<file path="config.mk">
export PLATFORM = sky130hd
export DESIGN_NAME = combo_lock_ctrl
export DESIGN_NICKNAME = d
export VERILOG_FILES = /design/src/rtl/combo_lock_ctrl.sv
export SDC_FILE = /design/constraint.sdc
export NUM_CORES = 1
export LEC_CHECK = 0
export CORE_MARGIN = 1.5
export CORE_UTILIZATION = 37
export CTS_CLUSTER_DIAMETER = 80
export DETAILED_ROUTE_END_ITERATION = 7
export GPL_TIMING_DRIVEN = 0
export PLACE_DENSITY = 0.54
export SYNTH_ARGS = -nofsm -noshare
export SYNTH_HDL_FRONTEND = slang
export SYNTH_SLANG_ARGS = --single-unit
export TNS_END_PERCENT = 100
</file>
<file path="constraint.sdc">
create_clock -name clk -period 2.7 [get_ports clk]
set_input_delay 0.54 -clock clk [delete_from_list [all_inputs] [get_ports clk]]
set_output_delay 0.54 -clock clk [all_outputs]
set_load 0.02 [all_outputs]
</file>
<file path="src/rtl/combo_lock_ctrl.sv">
// Combination-lock controller: NDIG-digit code entry, failed-attempt lockout,
// atomic code change and a blinking active digit on a 5-bit-per-position display bus.
module combo_lock_ctrl #(
   parameter int NDIG        = 4,
   parameter int DW          = 4,
   parameter int MAX_FAIL    = 3,
   parameter int LOCKOUT_CYC = 1000,
   parameter int BLINK_HALF  = 50
) (
   input  logic                            clk,
   input  logic                            rst,
   input  logic                            ent,
   input  logic                            clr,
   input  logic                            change,
   input  logic [DW-1:0]                   sw,
   output logic [2:0]                      state,
   output logic                            unlocked,
   output logic                            alarm,
   output logic [$clog2(MAX_FAIL+1)-1:0]   fail_cnt,
   output logic [5*NDIG-1:0]               disp
);

   localparam int IW = $clog2(NDIG);
   localparam int FW = $clog2(MAX_FAIL + 1);
   localparam int TW = (LOCKOUT_CYC > 1) ? $clog2(LOCKOUT_CYC) : 1;
   localparam int BW = (BLINK_HALF > 1) ? $clog2(BLINK_HALF) : 1;

   localparam logic [4:0] C_BLANK = 5'h0A;
   localparam logic [4:0] C_DASH  = 5'h11;
   localparam logic [19:0] WORD_CLSD = {5'h0F, 5'h0D, 5'h13, 5'h14};
   localparam logic [19:0] WORD_OPEN = {5'h00, 5'h12, 5'h0E, 5'h0C};

   typedef enum logic [2:0] {
      S_LOCKED   = 3'd0,
      S_ENTRY    = 3'd1,
      S_CHECK    = 3'd2,
      S_OPEN     = 3'd3,
      S_NEWENTRY = 3'd4,
      S_LOCKOUT  = 3'd5
   } state_t;

   state_t                     state_q, state_d;
   logic [IW-1:0]              idx_q, idx_d;
   logic [NDIG-1:0][DW-1:0]    inbuf_q, inbuf_d;
   logic [NDIG-1:0][DW-1:0]    newbuf_q, newbuf_d;
   logic [NDIG-1:0][DW-1:0]    code_q, code_d;
   logic [FW-1:0]              fail_cnt_q, fail_cnt_d;
   logic [TW-1:0]              timer_q, timer_d;
   logic [BW-1:0]              blink_cnt_q, blink_cnt_d;
   logic                       phase_q, phase_d;
   logic                       unlocked_q, unlocked_d;
   logic                       alarm_q, alarm_d;
   logic [NDIG-1:0][4:0]       disp_q, disp_d;

   always_ff @(posedge clk or posedge rst) begin
      if (rst) begin
         state_q     <= S_LOCKED;
         idx_q       <= '0;
         inbuf_q     <= '0;
         newbuf_q    <= '0;
         code_q      <= '0;
         fail_cnt_q  <= '0;
         timer_q     <= '0;
         blink_cnt_q <= '0;
         phase_q     <= 1'b1;
         unlocked_q  <= 1'b0;
         alarm_q     <= 1'b0;
         disp_q      <= {NDIG{C_BLANK}};
      end else begin
         state_q     <= state_d;
         idx_q       <= idx_d;
         inbuf_q     <= inbuf_d;
         newbuf_q    <= newbuf_d;
         code_q      <= code_d;
         fail_cnt_q  <= fail_cnt_d;
         timer_q     <= timer_d;
         blink_cnt_q <= blink_cnt_d;
         phase_q     <= phase_d;
         unlocked_q  <= unlocked_d;
         alarm_q     <= alarm_d;
         disp_q      <= disp_d;
      end
   end

   always_comb begin
      state_d    = state_q;
      idx_d      = idx_q;
      inbuf_d    = inbuf_q;
      newbuf_d   = newbuf_q;
      code_d     = code_q;
      fail_cnt_d = fail_cnt_q;
      timer_d    = timer_q;
      case (state_q)
         S_LOCKED: begin
            if (ent) begin
               state_d = S_ENTRY;
               idx_d   = '0;
               inbuf_d = '0;
            end
         end
         S_ENTRY: begin
            if (clr) begin
               idx_d   = '0;
               inbuf_d = '0;
            end else if (ent) begin
               inbuf_d[idx_q] = sw;
               if (idx_q == IW'(NDIG - 1)) state_d = S_CHECK;
               else                        idx_d   = idx_q + IW'(1);
            end
         end
         S_CHECK: begin
            if (inbuf_q == code_q) begin
               state_d    = S_OPEN;
               fail_cnt_d = '0;
            end else begin
               fail_cnt_d = fail_cnt_q + FW'(1);
               if (fail_cnt_d == FW'(MAX_FAIL)) begin
                  state_d = S_LOCKOUT;
                  timer_d = TW'(LOCKOUT_CYC - 1);
               end else begin
                  state_d = S_LOCKED;
               end
            end
         end
         S_OPEN: begin
            if (change) begin
               state_d  = S_NEWENTRY;
               idx_d    = '0;
               newbuf_d = '0;
            end else if (ent) begin
               state_d = S_LOCKED;
            end
         end
         S_NEWENTRY: begin
            if (clr) begin
               idx_d    = '0;
               newbuf_d = '0;
            end else if (ent) begin
               newbuf_d[idx_q] = sw;
               // The code register only ever sees a complete new code.
               if (idx_q == IW'(NDIG - 1)) begin
                  code_d  = newbuf_d;
                  state_d = S_LOCKED;
               end else begin
                  idx_d = idx_q + IW'(1);
               end
            end
         end
         S_LOCKOUT: begin
            if (timer_q == '0) begin
               state_d    = S_LOCKED;
               fail_cnt_d = '0;
            end else begin
               timer_d = timer_q - TW'(1);
            end
         end
         default: state_d = S_LOCKED;
      endcase
   end

   // The blink restarts in the visible phase whenever the cursor or state moves.
   always_comb begin
      blink_cnt_d = blink_cnt_q;
      phase_d     = phase_q;
      if ((state_d != state_q) || (idx_d != idx_q)) begin
         blink_cnt_d = '0;
         phase_d     = 1'b1;
      end else if (blink_cnt_q == BW'(BLINK_HALF - 1)) begin
         blink_cnt_d = '0;
         phase_d     = ~phase_q;
      end else begin
         blink_cnt_d = blink_cnt_q + BW'(1);
      end
   end

   // Element NDIG-1 of disp_d is the leftmost position.
   always_comb begin
      logic [4:0] seg;
      seg        = C_BLANK;
      unlocked_d = (state_q == S_OPEN);
      alarm_d    = (state_q == S_LOCKOUT);
      disp_d     = {NDIG{C_BLANK}};
      case (state_q)
         S_LOCKED: disp_d[3:0] = WORD_CLSD;
         S_OPEN:   disp_d[3:0] = WORD_OPEN;
         S_CHECK:  disp_d = disp_q;
         S_LOCKOUT: disp_d = {NDIG{C_DASH}};
         S_ENTRY, S_NEWENTRY: begin
            for (int p = 0; p < NDIG; p++) begin
               if (p < int'(idx_q))
                  seg = (state_q == S_NEWENTRY) ? 5'(newbuf_q[IW'(p)]) : C_DASH;
               else if (p == int'(idx_q))
                  seg = phase_q ? 5'(sw) : C_BLANK;
               else
                  seg = C_BLANK;
               disp_d[IW'(NDIG - 1 - p)] = seg;
            end
         end
         default: disp_d = {NDIG{C_BLANK}};
      endcase
   end

   assign state    = state_q;
   assign unlocked = unlocked_q;
   assign alarm    = alarm_q;
   assign fail_cnt = fail_cnt_q;
   assign disp     = disp_q;

endmodule
</file>
==> summary.txt, run 1 <==
Clocking
  – # hold bufs at CTS: 0
  – Clk_lat worst skew: 0.34 ns
  – Clk buf depth: 2
  – Clock Root Buffer: clkbuf_16
  – CTS resizes: 0
  – Number of buffers created by CTS: 9
  – CTS H-Tree Depth: 3
  – Clock slew at reported path FFs: around 0.06 ns
  – Clk sinks: 85
  – CTS tree: done
  – Post-CTS Setup Bufs: 0

STA
  – Worst relative slew slack: 0.490
  – Slew @ Worst Pin: 0.758 ns
  – Clock skew: roughly 0.006 ns
  – Hold Worst Slack: between 0.4 and 0.5 ns
  – Period utilization: 0.827
  – Slew Viols, Final: 0
  – RSZ-0062 raised after global routing: no
  – Setup violators final: 0
  – Endpoints failing hold: 0
  – F_max: about 0.45 GHz
  – Setup TNS: 0 ns
  – Fin crit period: roughly 2.2 ns

Logic synthesis
  – Post-synth cell types: 58
  – Post-synth EDFFs: 0
  – Seq/Total Area, Yosys: 0.486
  – Mapped Nets: between 400 and 500
  – Cells after synthesis: around 430
  – Syn avg cell area: 10.2 sq um
  – Top_reg_cell synth: dfrtp_1
  – Post-Syn Area: 4400 sq um
  – Synth async-reset ratio: 1.00
  – Synthesis Warnings: 0
  – Yosys reg bits: 85

Drt
  – Via count: around 3,400
  – First-pass DRT Iterations: 8
  – 1st-iter DRT viols: between 150 and 200
  – Per-cell routed wire length: between 15 and 20 um
  – DRT Wirelength: 10,800 um
  – Antenna-violating nets left: 0
  – Detailed-route DRC error count: 4
  – Vias per cell: between 5 and 6

Outcome
  – Outcome: finished with violations
  – Violated checks: DRC

Die
  – Initial Utilization: 0.382
  – Core area: 11,500 sq um
  – Horiz. Die Dim: approximately 110 um
  – I/O pins: 36
  – Die area: roughly 13,000 sq um
  – Die Height: between 100 and 150 um
  – Row count: 39

Min path
  – HP Start: disp[19]
  – Min-Delay Path Class: register to register

GRT
  – Largest net degree at the start of global routing: 40
  – Gr usage total: 0.182
  – First-pass GRT wire length: 17,900 um
  – Most Crowded Layer GR: met2
  – GRT met2 Usage: 0.277
  – Met1 Resource Use GR: 0.259
  – Met3 Use GR: 0.0302
  – Antenna violations before repair: 0
  – GR Overflow Total: 0
  – Vias in the first global route: 3,460

Worst setup path
  – Worst R2R Start: state[1]
  – CP endpoint kind: register
  – Crit. Startpoint: ent
  – CP Launch Type: input pin
  – CP required: approximately 3.0 ns
  – Crit path kind: input pin to register
  – Crit-path max FO: 10
  – Crit path DAT: 2.49 ns

Pwr
  – Power per cell area: between 600 and 700 nW/um^2
  – Lkg Pwr: about 2.4 nW
  – IR drop worst, VDD: around 210 uV

Placement
  – Final GP Congestion: 0.785
  – Port Buffers: 34
  – DP Wirelength: between 7000 and 8000 um

Layout
  – Layout Utilization: 0.455
  – N_diodes: 0
  – Commonest cells after routing, fill and taps aside: 78 x dfrtp_1, 41 x nand2_1, 34 x clkdlybuf4s50_1, 29 x nor2_1, 23 x xor2_1
  – Nets@finish: between 400 and 500
  – Most common cell after layout, fill and taps aside: dfrtp_1
  – # fillers: roughly 1,100
  – Area grow syn2layout: 19.2%
  – Layout cells sized above 1: 0.124

Job
  – Maxcap violations: 0
==> stage by stage <==
step / setup WS, ns / area (sq um) / power, mW / cells
floorplan: 0.758 / 4400 / 2.05 / 432
global placement: 0.118 / 4920 / 2.35 / 609
detailed placement: 0.108 / 4960 / 2.37 / 611
CTS: 0.464 / 5240 / 3.54 / 627
global route: 0.293 / 5240 / 3.67 / 627
finish: 0.466 / 5240 / 3.50 / 627
==> critical path, stage by stage <==
cell and delay, ns:
clkdlybuf4s50_1 0.47, clkbuf_1 0.28, mux2i_1 0.19, o211ai_1 0.17
a221oi_2 0.33, nand4_2 0.27, nor3_1 0.24
==> state kept, by name, summed over array words and instances, names as in the netlist, 2 cells and up <==
| name | cells |
|---|---|
| blink_cnt_q | 6 |
| inbuf_q | 16 |
| state | 3 |
| disp | 15 |
| newbuf_q | 12 |
| fail_cnt | 2 |
| timer_q | 10 |
| code_q | 16 |
| idx_q | 2 |
==> logic make-up after synthesis <==
| kind of cell | Yosys count | share of synthesized area |
|---|---|---|
| AO/OA/AOI/OAI | 106 | 0.172 |
| adder cells (fa/ha/maj) | 7 | 0.0188 |
| XOR/XNOR | 27 | 0.0538 |
| buffers and inverters | 43 | 0.0524 |
| flip-flops | 85 | 0.486 |
| multiplexers | 18 | 0.0455 |
| AND/OR/NAND/NOR | 146 | 0.172 |
==> cell type report <==
type                       count  area (sq um)  area share
tap                          143           179      0.0342
multi-input combinational    304          2030       0.388
clock inverter                 5          36.3     0.00693
clock buffer                  11           243      0.0463
timing repair buffer          36           380      0.0726
inverter                      11          45.0     0.00860
sequential                    85          2140       0.408
buffer                        32           189      0.0361
==> final timing paths <==
| kind | to | slack, ns | cells past startpoint |
|---|---|---|---|
| setup / recovery | blink_cnt_q[2] | 0.47 | 7 |
| hold / removal | disp[19] | 0.48 | 2 |
| setup reg to reg | timer_q[4] | 0.49 | 7 |
| hold reg to reg | disp[19] | 0.48 | 2 |
| max in group asynchronous | disp[13] | 1.53 | 3 |
| min in group asynchronous | blink_cnt_q[3] | 0.59 | 2 |
==> synth_stat cells, types with 3 or more instances <==
| cell | number | area [sq um] |
|---|---|---|
| o21ai_0 | 20 | 100 |
| clkbuf_1 | 13 | 48.8 |
| nand4b_1 | 3 | 26.3 |
| nand2_1 | 41 | 154 |
| or2_2 | 3 | 18.8 |
| mux2i_1 | 14 | 140 |
| nand2b_1 | 8 | 50.1 |
| ha_1 | 5 | 62.6 |
| a21oi_1 | 14 | 70.1 |
| nor2_1 | 29 | 109 |
| o21a_1 | 4 | 30.0 |
| buf_4 | 7 | 52.6 |
| buf_6 | 5 | 56.3 |
| nand3_1 | 12 | 60.1 |
| a22o_1 | 13 | 114 |
| o21ai_2 | 8 | 70.1 |
| buf_1 | 3 | 11.3 |
| and3_1 | 3 | 18.8 |
| dfstp_2 | 7 | 184 |
| o2bb2ai_1 | 8 | 70.1 |
| inv_1 | 10 | 37.5 |
| mux2_4 | 4 | 60.1 |
| nor2b_1 | 9 | 56.3 |
| xor2_1 | 23 | 201 |
| nor3_1 | 11 | 55.1 |
| a31oi_1 | 3 | 18.8 |
| o211ai_1 | 4 | 30.0 |
| nor4_1 | 7 | 43.8 |
| a32o_1 | 9 | 90.1 |
| dfrtp_1 | 78 | 1950 |
| or3_1 | 3 | 18.8 |
| xnor2_1 | 4 | 35.0 |
| buf_2 | 4 | 20.0 |
| o21ai_1 | 8 | 40.0 |
| and2_1 | 4 | 25.0 |
==> power by group <==
group | internal, mW | switching [mW]
logic | 0.369 | 0.497
clock network | 0.648 | 0.510
registers | 1.39 | 0.0809
total | 2.41 | 1.09
==> per-layer routing <==
| layer | share of wire | wire, um |
|---|---|---|
| met4 | 0.019 | 203 |
| met1 | 0.50 | 5390 |
| met2 | 0.44 | 4790 |
| met3 | 0.035 | 375 |
| met5 | 0 | 0 |
Note: power is estimated with default switching activity, not from simulation.
==> run 2: changes to the inputs <==
clock period = 1.9 ns   (was 2.7 ns; I/O delays follow)
==> summary.txt, run 2 (same netlist as run 1, synthesis figures left out) <==
Outcome
  – Outcome: finished with violations
  – Violated checks: DRC

Layout
  – Nets@finish: around 500
  – # fillers: ~1,100
  – Area grow syn2layout: 25.9%
  – Commonest cells after routing, fill and taps aside: 75 x dfrtp_1, 40 x nand2_1, 30 x clkdlybuf4s50_1, 27 x nor2_1, 23 x xor2_1
  – Layout cells sized above 1: 0.202
  – Non-filler cells, final: 639
  – N_diodes: 0
  – Multi-input gate area: 2160 sq um
  – FF+latch area: 2140 sq um
  – Most common cell after layout, fill and taps aside: dfrtp_1

Worst setup path
  – CP required: 2.13 ns
  – R2R Setup Slk: 0.02 ns
  – R2R cell count: 5
  – CP Launch Type: register
  – Crit-path max FO: 5
  – CP endpoint kind: register
  – R2R Path End: code_q[15]
  – Crit path kind: register to register
  – Worst R2R Start: state[0]
  – Crit path DAT: between 2 and 2.5 ns

Drt
  – 1st-iter DRT viols: 170
  – Via count: about 3,500
  – Per-cell routed wire length: between 15 and 20 um
  – DRT Wirelength: between 10,000 and 15,000 um
  – First-pass DRT Iterations: 6
  – Detailed-route DRC error count: 1
  – Antenna-violating nets left: 0
  – Vias per cell: around 5.4

STA
  – Clock skew: around 0.0053 ns
  – Period utilization: 0.989
  – F_max: about 0.53 GHz
  – Worst relative slew slack: 0.551
  – Hold Worst Slack: about 0.3 ns
  – Endpoints failing hold: 0
  – Slew Viols, Final: 0
  – Setup TNS: 0 ns
  – Fin crit period: ~1.9 ns
  – RSZ-0062 raised after global routing: yes
  – Slew @ Worst Pin: 0.674 ns
  – Setup violators final: 0

Placement
  – Final GP Congestion: between 0.7 and 0.8
  – DP Wirelength: 7840 um
  – DP Cell Count: 611
  – Port Buffers: 34

Clocking
  – Clk buf depth: 2
  – CTS tree: done
  – Clk_lat worst skew: between 0.3 and 0.4 ns
  – Clock Root Buffer: clkbuf_16
  – Clk sinks: 85
  – CTS H-Tree Depth: 3
  – Number of buffers created by CTS: 9
  – Clock slew at reported path FFs: roughly 0.06 ns

GRT
  – First-pass GRT wire length: approximately 18,000 um
  – Antenna violations before repair: 0
  – Gr usage total: 0.188
  – GR Overflow Total: 0
  – Largest net degree at the start of global routing: 42
  – Vias in the first global route: between 3,000 and 4,000

Die
  – Core area: about 12,000 sq um
  – Die area: approximately 13,000 sq um
  – Initial Utilization: 0.382
  – Horiz. Die Dim: about 110 um
  – I/O pins: 36
  – Die Height: 112 um
  – Row count: 39

Pwr
  – Lkg Pwr: roughly 2.5 nW
  – Power per cell area: around 950 nW/um^2
  – IR drop worst, VDD: about 390 uV

Job
  – Maxcap violations: 0

Min path
  – Min-Delay Path Class: input pin to async pin
==> run 2: changes by cell type in the layout (fill, tap and decap cells not counted), sizes merged <==
| cell | delta |
|---|---|
| bufinv | +1 |
| inv | -1 |
| clkbuf | +2 |
| clkinvlp | +2 |
| clkdlybuf4s50 | -4 |
| clkinv | -2 |
| buf | +10 |
| dlygate4sd2 | +2 |
| dlymetal6s2s | +2 |
==> run 2: cell type report <==
cell class              instances  area share
clock inverters                 5      0.0108
clock buffers                  11      0.0438
flip-flops and latches         85       0.386
plain buffers                  31      0.0393
repair buffers                 49      0.0881
well taps                     143      0.0323
inverters                      11     0.00904
multi-input cells             304       0.390
==> run 2: worst max-delay path, cell delays in order, from the launching register on <==
cell     delay (ns)
dfrtp_2        0.41
buf_6          0.13
or3b_4         0.41
or3_4          0.37
buf_8          0.15
mux2_4         0.29
==> run 2: worst max-delay path by stage <==
stage	start	end	slack, ns	cells past startpoint
after detailed placement	ent	blink_cnt_q[4]	-0.56	7
final	state[0]	code_q[15]	0.02	5
after CTS	state[0]	blink_cnt_q[1]	0.002	6
after floorplan	state[1]	code_q[12]	0.04	5
after global placement	rst	state[1]	-0.57	2
after global routing	state[2]	newbuf_q[10]	-0.02	6
==> run 2: where the power goes <==
part | switching (mW) | internal [mW] | total [mW]
logic | 0.769 | 0.602 | 1.37
clock network | 0.727 | 1.05 | 1.78
registers | 0.111 | 1.98 | 2.09
==> run 2: routing by layer <==
layer / part of all wire / global-route usage
met5: 0 / 0
met4: 0.022 / 0.0768
met3: 0.028 / 0.0335
met2: 0.45 / 0.286
met1: 0.50 / 0.268
==> run 2: timing repair <==
item	CTS	global route
cloned	0	1
buffers inserted	3	9
hold buffers	0	0
resized for setup	26	27
pin swaps	6	8
setup endpoints to repair	47	55
==> run 2: stage by stage <==
stage | utilization | instance area (sq um) | setup slack (ns) | power, mW
floorplan | - | 4400 | 0.0440 | 2.91
global placement | 0.427 | 4920 | -0.572 | 3.34
detailed placement | 0.431 | 4960 | -0.562 | 3.36
CTS | 0.468 | 5380 | 0.00204 | 5.23
global route | 0.481 | 5540 | -0.0159 | 5.50
finish | 0.481 | 5540 | 0.0216 | 5.24
==> RTL change 1 (settings of run 2) <==
Take the reset off `inbuf_q` and `newbuf_q` and load them in a clocked block of their own.
--- a/src/rtl/combo_lock_ctrl.sv
+++ b/src/rtl/combo_lock_ctrl.sv
@@ -56,8 +56,6 @@
       if (rst) begin
          state_q     <= S_LOCKED;
          idx_q       <= '0;
-         inbuf_q     <= '0;
-         newbuf_q    <= '0;
          code_q      <= '0;
          fail_cnt_q  <= '0;
          timer_q     <= '0;
@@ -69,8 +67,6 @@
       end else begin
          state_q     <= state_d;
          idx_q       <= idx_d;
-         inbuf_q     <= inbuf_d;
-         newbuf_q    <= newbuf_d;
          code_q      <= code_d;
          fail_cnt_q  <= fail_cnt_d;
          timer_q     <= timer_d;
@@ -80,6 +76,11 @@
          alarm_q     <= alarm_d;
          disp_q      <= disp_d;
       end
+   end
+
+   always_ff @(posedge clk) begin
+      inbuf_q  <= inbuf_d;
+      newbuf_q <= newbuf_d;
    end
 
    always_comb begin
Check against the original RTL: no difference found for any inputs over 10 cycles, from zero or initial values and one cycle with rst high; that may be too few to reach the edited logic, so the function may still have changed.
==> RTL change 1 against run 2 <==
The run ends with setup timing left. Setup slack worse by 0.21 ns. Area after synthesis up 1.4%. Power up 2.0%. Wire length up 7.8%. Sequential power up 16%. Cell count up 3.4%. Critical path type unchanged. Sequential cell count up 5. Maximum frequency down 10%. Design area up 3.0%. Hold slack better by 0.087 ns. Sequential share of layout area up 4.0 points. Critical path depth up 3. Global-route usage up 1.1 points.
==> RTL change 1: results <==
global_route:
  grt.total_usage: 0.199
  grt_max_degree: 40
  grt_pass1_vias: 3591
placement:
  place.gp.congestion: 0.864
  dpl_cell_area_um2: 5020
  hpwl_um: 8100
  dp_cells: 628
  place.port_buffers: 35
  pre_cts_ws_ns: -0.701
logic_synthesis:
  syn_avg_cell_area_um2: 9.93
  synth_commonest_cells: "68 x nand2_1, 51 x dfrtp_1, 51 x nor2_1"
  synth_area_leaders: "dfrtp_1 29%, edfxtp_1 22%, nand2_1 5.7%"
  yosysSeqAreaShare: 0.543
  synth_edf_count: 32
  syn_nets: 463
  ys_types: 59
  async_flop_share: 0.644
power:
  peakVddDrop_mv: 0.383
  leakagePower_nw: 2.44
route:
  first_pass_iters: 5
  via_per_inst: 5.41
  wl_per_cell_um: 18.4
  drt_iter0_markers: 229
critical_path:
  slowest_delay_ns: 0.42
  slowest_stage: "dfrtp_1"
  path_delay_family: "compound AO/OA/AOI/OAI gates"
  reg2reg_depth: 8
  worstPathArrival_ns: 2.32
status:
  violations: "setup timing"
  run_status: "finished with violations"
sta:
  tightest_slew_ns: 0.754
  setup_ws_ns: -0.190
  skew_ns: 0.00966
  setup_viol_count_final: 21
cts:
  clock_latency_ns: 0.35
  cts_hold_buf: 0
final_layout:
  drive_gt1_frac: 0.216
  final_nets: 527
min_path:
  worstHoldPathType: "input port to asynchronous set/reset pin"
## RTL change 1: worst register-to-register path, delay by kind of cell, from the launching register on
kind / cells / cell delay [ns]
buffers and inverters: 1 / 0.10
AOI/OAI and AO/OA: 3 / 0.71
DFF: 1 / 0.42
and+or+nand+nor: 3 / 0.61
adders and majority gates: 1 / 0.12
## RTL change 1: timing repair
action	CTS	global route
resized for setup	47	35
gates cloned	0	0
endpoints found under the hold margin	0	0
pin swaps	20	14
setup buffers	10	10
endpoints found under the setup margin	82	70
## RTL change 1: final cells by class
class	count	area, um2
plain buffers	23	161
clock buffers	11	233
clock inverters	5	32.5
fillers	1096	5860
inverters	16	68.8
multi-input cells	317	2050
flip-flops and latches	90	2430
well taps	143	179
repair buffers	56	551
## RTL change 1: per-stage QoR
step,utilization,TNS (ns)
after floorplan,-,-0.319
after global placement,0.433,-106.71
after detailed placement,0.434,-40.77
after CTS,0.478,-1.57
after global routing,0.493,-3.49
final,0.493,-2.20
## RTL change 1: cell families (layout without fill, tap and decap cells)
family / after synthesis / after routing / synth area share
AO/OA/AOI/OAI: 105 / 105 / 0.143
XOR/XNOR: 30 / 30 / 0.0589
adder cells (fa/ha/maj): 7 / 7 / 0.0185
buffers and inverters: 42 / 111 / 0.0477
flip-flops: 90 / 90 / 0.543
multiplexers: 7 / 7 / 0.0163
AND/OR/NAND/NOR: 168 / 168 / 0.173
## RTL change 1: layer usage
layer  up-vias  wire length (um)  track usage
li1       1691                 -            -
met1      1761              5720        0.281
met2       105              5580        0.309
met3        21               638       0.0359
met4         0               227       0.0734
met5         -                 0            0
## RTL change 1: final timing paths
kind,from,endpoint,slack (ns)
setup / recovery,timer_q[0],blink_cnt_q[0],-0.19
hold / removal,rst,code_q[11],0.39
setup reg to reg,timer_q[0],blink_cnt_q[0],-0.19
hold reg to reg,disp[11],disp[11],0.48
max in group asynchronous,rst,disp[1],0.86
min in group clk,disp[11],disp[11],0.48
## RTL change 1: power breakdown
group | internal (W) | leakage [nW] | switching (W)
Sequential | 0.00226 | 1.08 | 0.000162
Clock | 0.000884 | 0.123 | 0.000759
Combinational | 0.000535 | 1.24 | 0.000751
Total | 0.00367 | 2.44 | 0.00167
==> RTL change 2 (settings of run 2) <==
Without the edit above. The parameter `LOCKOUT_CYC` goes from 1000 to 2000.
--- a/src/rtl/combo_lock_ctrl.sv
+++ b/src/rtl/combo_lock_ctrl.sv
@@ -4,7 +4,7 @@
    parameter int NDIG        = 4,
    parameter int DW          = 4,
    parameter int MAX_FAIL    = 3,
-   parameter int LOCKOUT_CYC = 1000,
+   parameter int LOCKOUT_CYC = 2000,
    parameter int BLINK_HALF  = 50
 ) (
    input  logic                            clk,
Formal check against the unedited RTL: no difference found for any inputs over 10 cycles, from zero or initial values and one cycle with rst high; that may be too few to reach the edited logic, so the function may still have changed.
==> RTL change 2 against run 2 <==
The flow finishes with violations (setup timing). Sequential cell count grew 1. Power increased by 8.6%. Largest cell class is now registers. Wire length fell by 7.5%. Design area fell by 2.9%. Largest power group unchanged. Sequential power grew 4%. Area after synthesis is 4.5% lower. Setup slack got worse by 0.090 ns. Clock power rose by 21%. Via count is 2.6% lower. Critical path type unchanged.
==> RTL change 2: results <==
status:
  run_status: "finished with violations"
  violations: "setup timing"
power:
  leakagePower_nw: 2.48
route:
  met3_length_um: 356
  drt_iter0_markers: 173
  first_pass_iters: 4
  wl_met1_um: 5120
logic_synthesis:
  syn_nets: 463
  synth_area_leaders: "dfrtp_1 47%, o21ai_0 8.0%, nand2_1 7.5%"
  syn_avg_cell_area_um2: 9.33
  ys_types: 49
final_layout:
  instances_no_fill: 650
  fillers: 1045
  drive_gt1_frac: 0.186
  final_nets: 518
placement:
  place.gp.congestion: 0.817
  pre_cts_ws_ns: -0.627
  dp_cells: 625
  hpwl_um: 7390
sta:
  setup_viol_count_final: 1
  finalSetupTns_ns: -0.0687
  setup_ws_ns: -0.0687
critical_path:
  worstPathArrival_ns: 2.23
  path_max_fanout: 4
  crit_end: "timer_q[5]"
global_route:
  grt.total_usage: 0.189
  grt_pass1_wl_um: 17200
RTL change 2: area by class of cell:
cell class              count  area [um2]  area share
plain buffers              25         135      0.0251
clock buffers              10         239      0.0445
clock inverters             6         133      0.0247
repair buffers             46         457      0.0850
multi-input cells         327        2030       0.378
well taps                 140         175      0.0326
flip-flops and latches     86        2160       0.403
inverters                  10        41.3     0.00768
RTL change 2: layer usage:
metal,GRT usage,vias to the layer above
met4,0.0557,0
met3,0.0373,13
met5,0,-
met2,0.290,64
li1,-,1649
met1,0.270,1653
RTL change 2: metrics by stage:
| step | power [W] | utilization | area (um2) |
|---|---|---|---|
| 5_1_grt | 0.00597 | 0.491 | 5370 |
| 2_1_floorplan | 0.00296 | - | 4220 |
| 3_5_place_dp | 0.00344 | 0.436 | 4760 |
| 4_1_cts | 0.00568 | 0.479 | 5240 |
| 3_3_place_gp | 0.00341 | 0.432 | 4720 |
| 6_report | 0.00569 | 0.491 | 5370 |
RTL change 2: critical path, cell delays in order, from the launching register on:
cell      delay [ns]
dfrtp_1         0.39
buf_6           0.12
or4_4           0.55
or3_4           0.40
or3_1           0.31
a21boi_1        0.13
RTL change 2: logic make-up after synthesis:
| kind of cell | count (synthesis) | synth area share |
|---|---|---|
| AO/OA/AOI/OAI | 104 | 0.139 |
| multiplexers | 16 | 0.0390 |
| buffers and inverters | 37 | 0.0379 |
| AND/OR/NAND/NOR | 174 | 0.196 |
| flip-flops | 86 | 0.515 |
| XOR/XNOR | 27 | 0.0563 |
| adder cells (fa/ha/maj) | 6 | 0.0167 |
RTL change 2: repair_timing:
item                       4_1_cts  5_1_grt
hold buffers                     0        0
pin swaps                        4        6
setup endpoints to repair       66       63
resized for setup               31       39
buffers inserted                 7        4
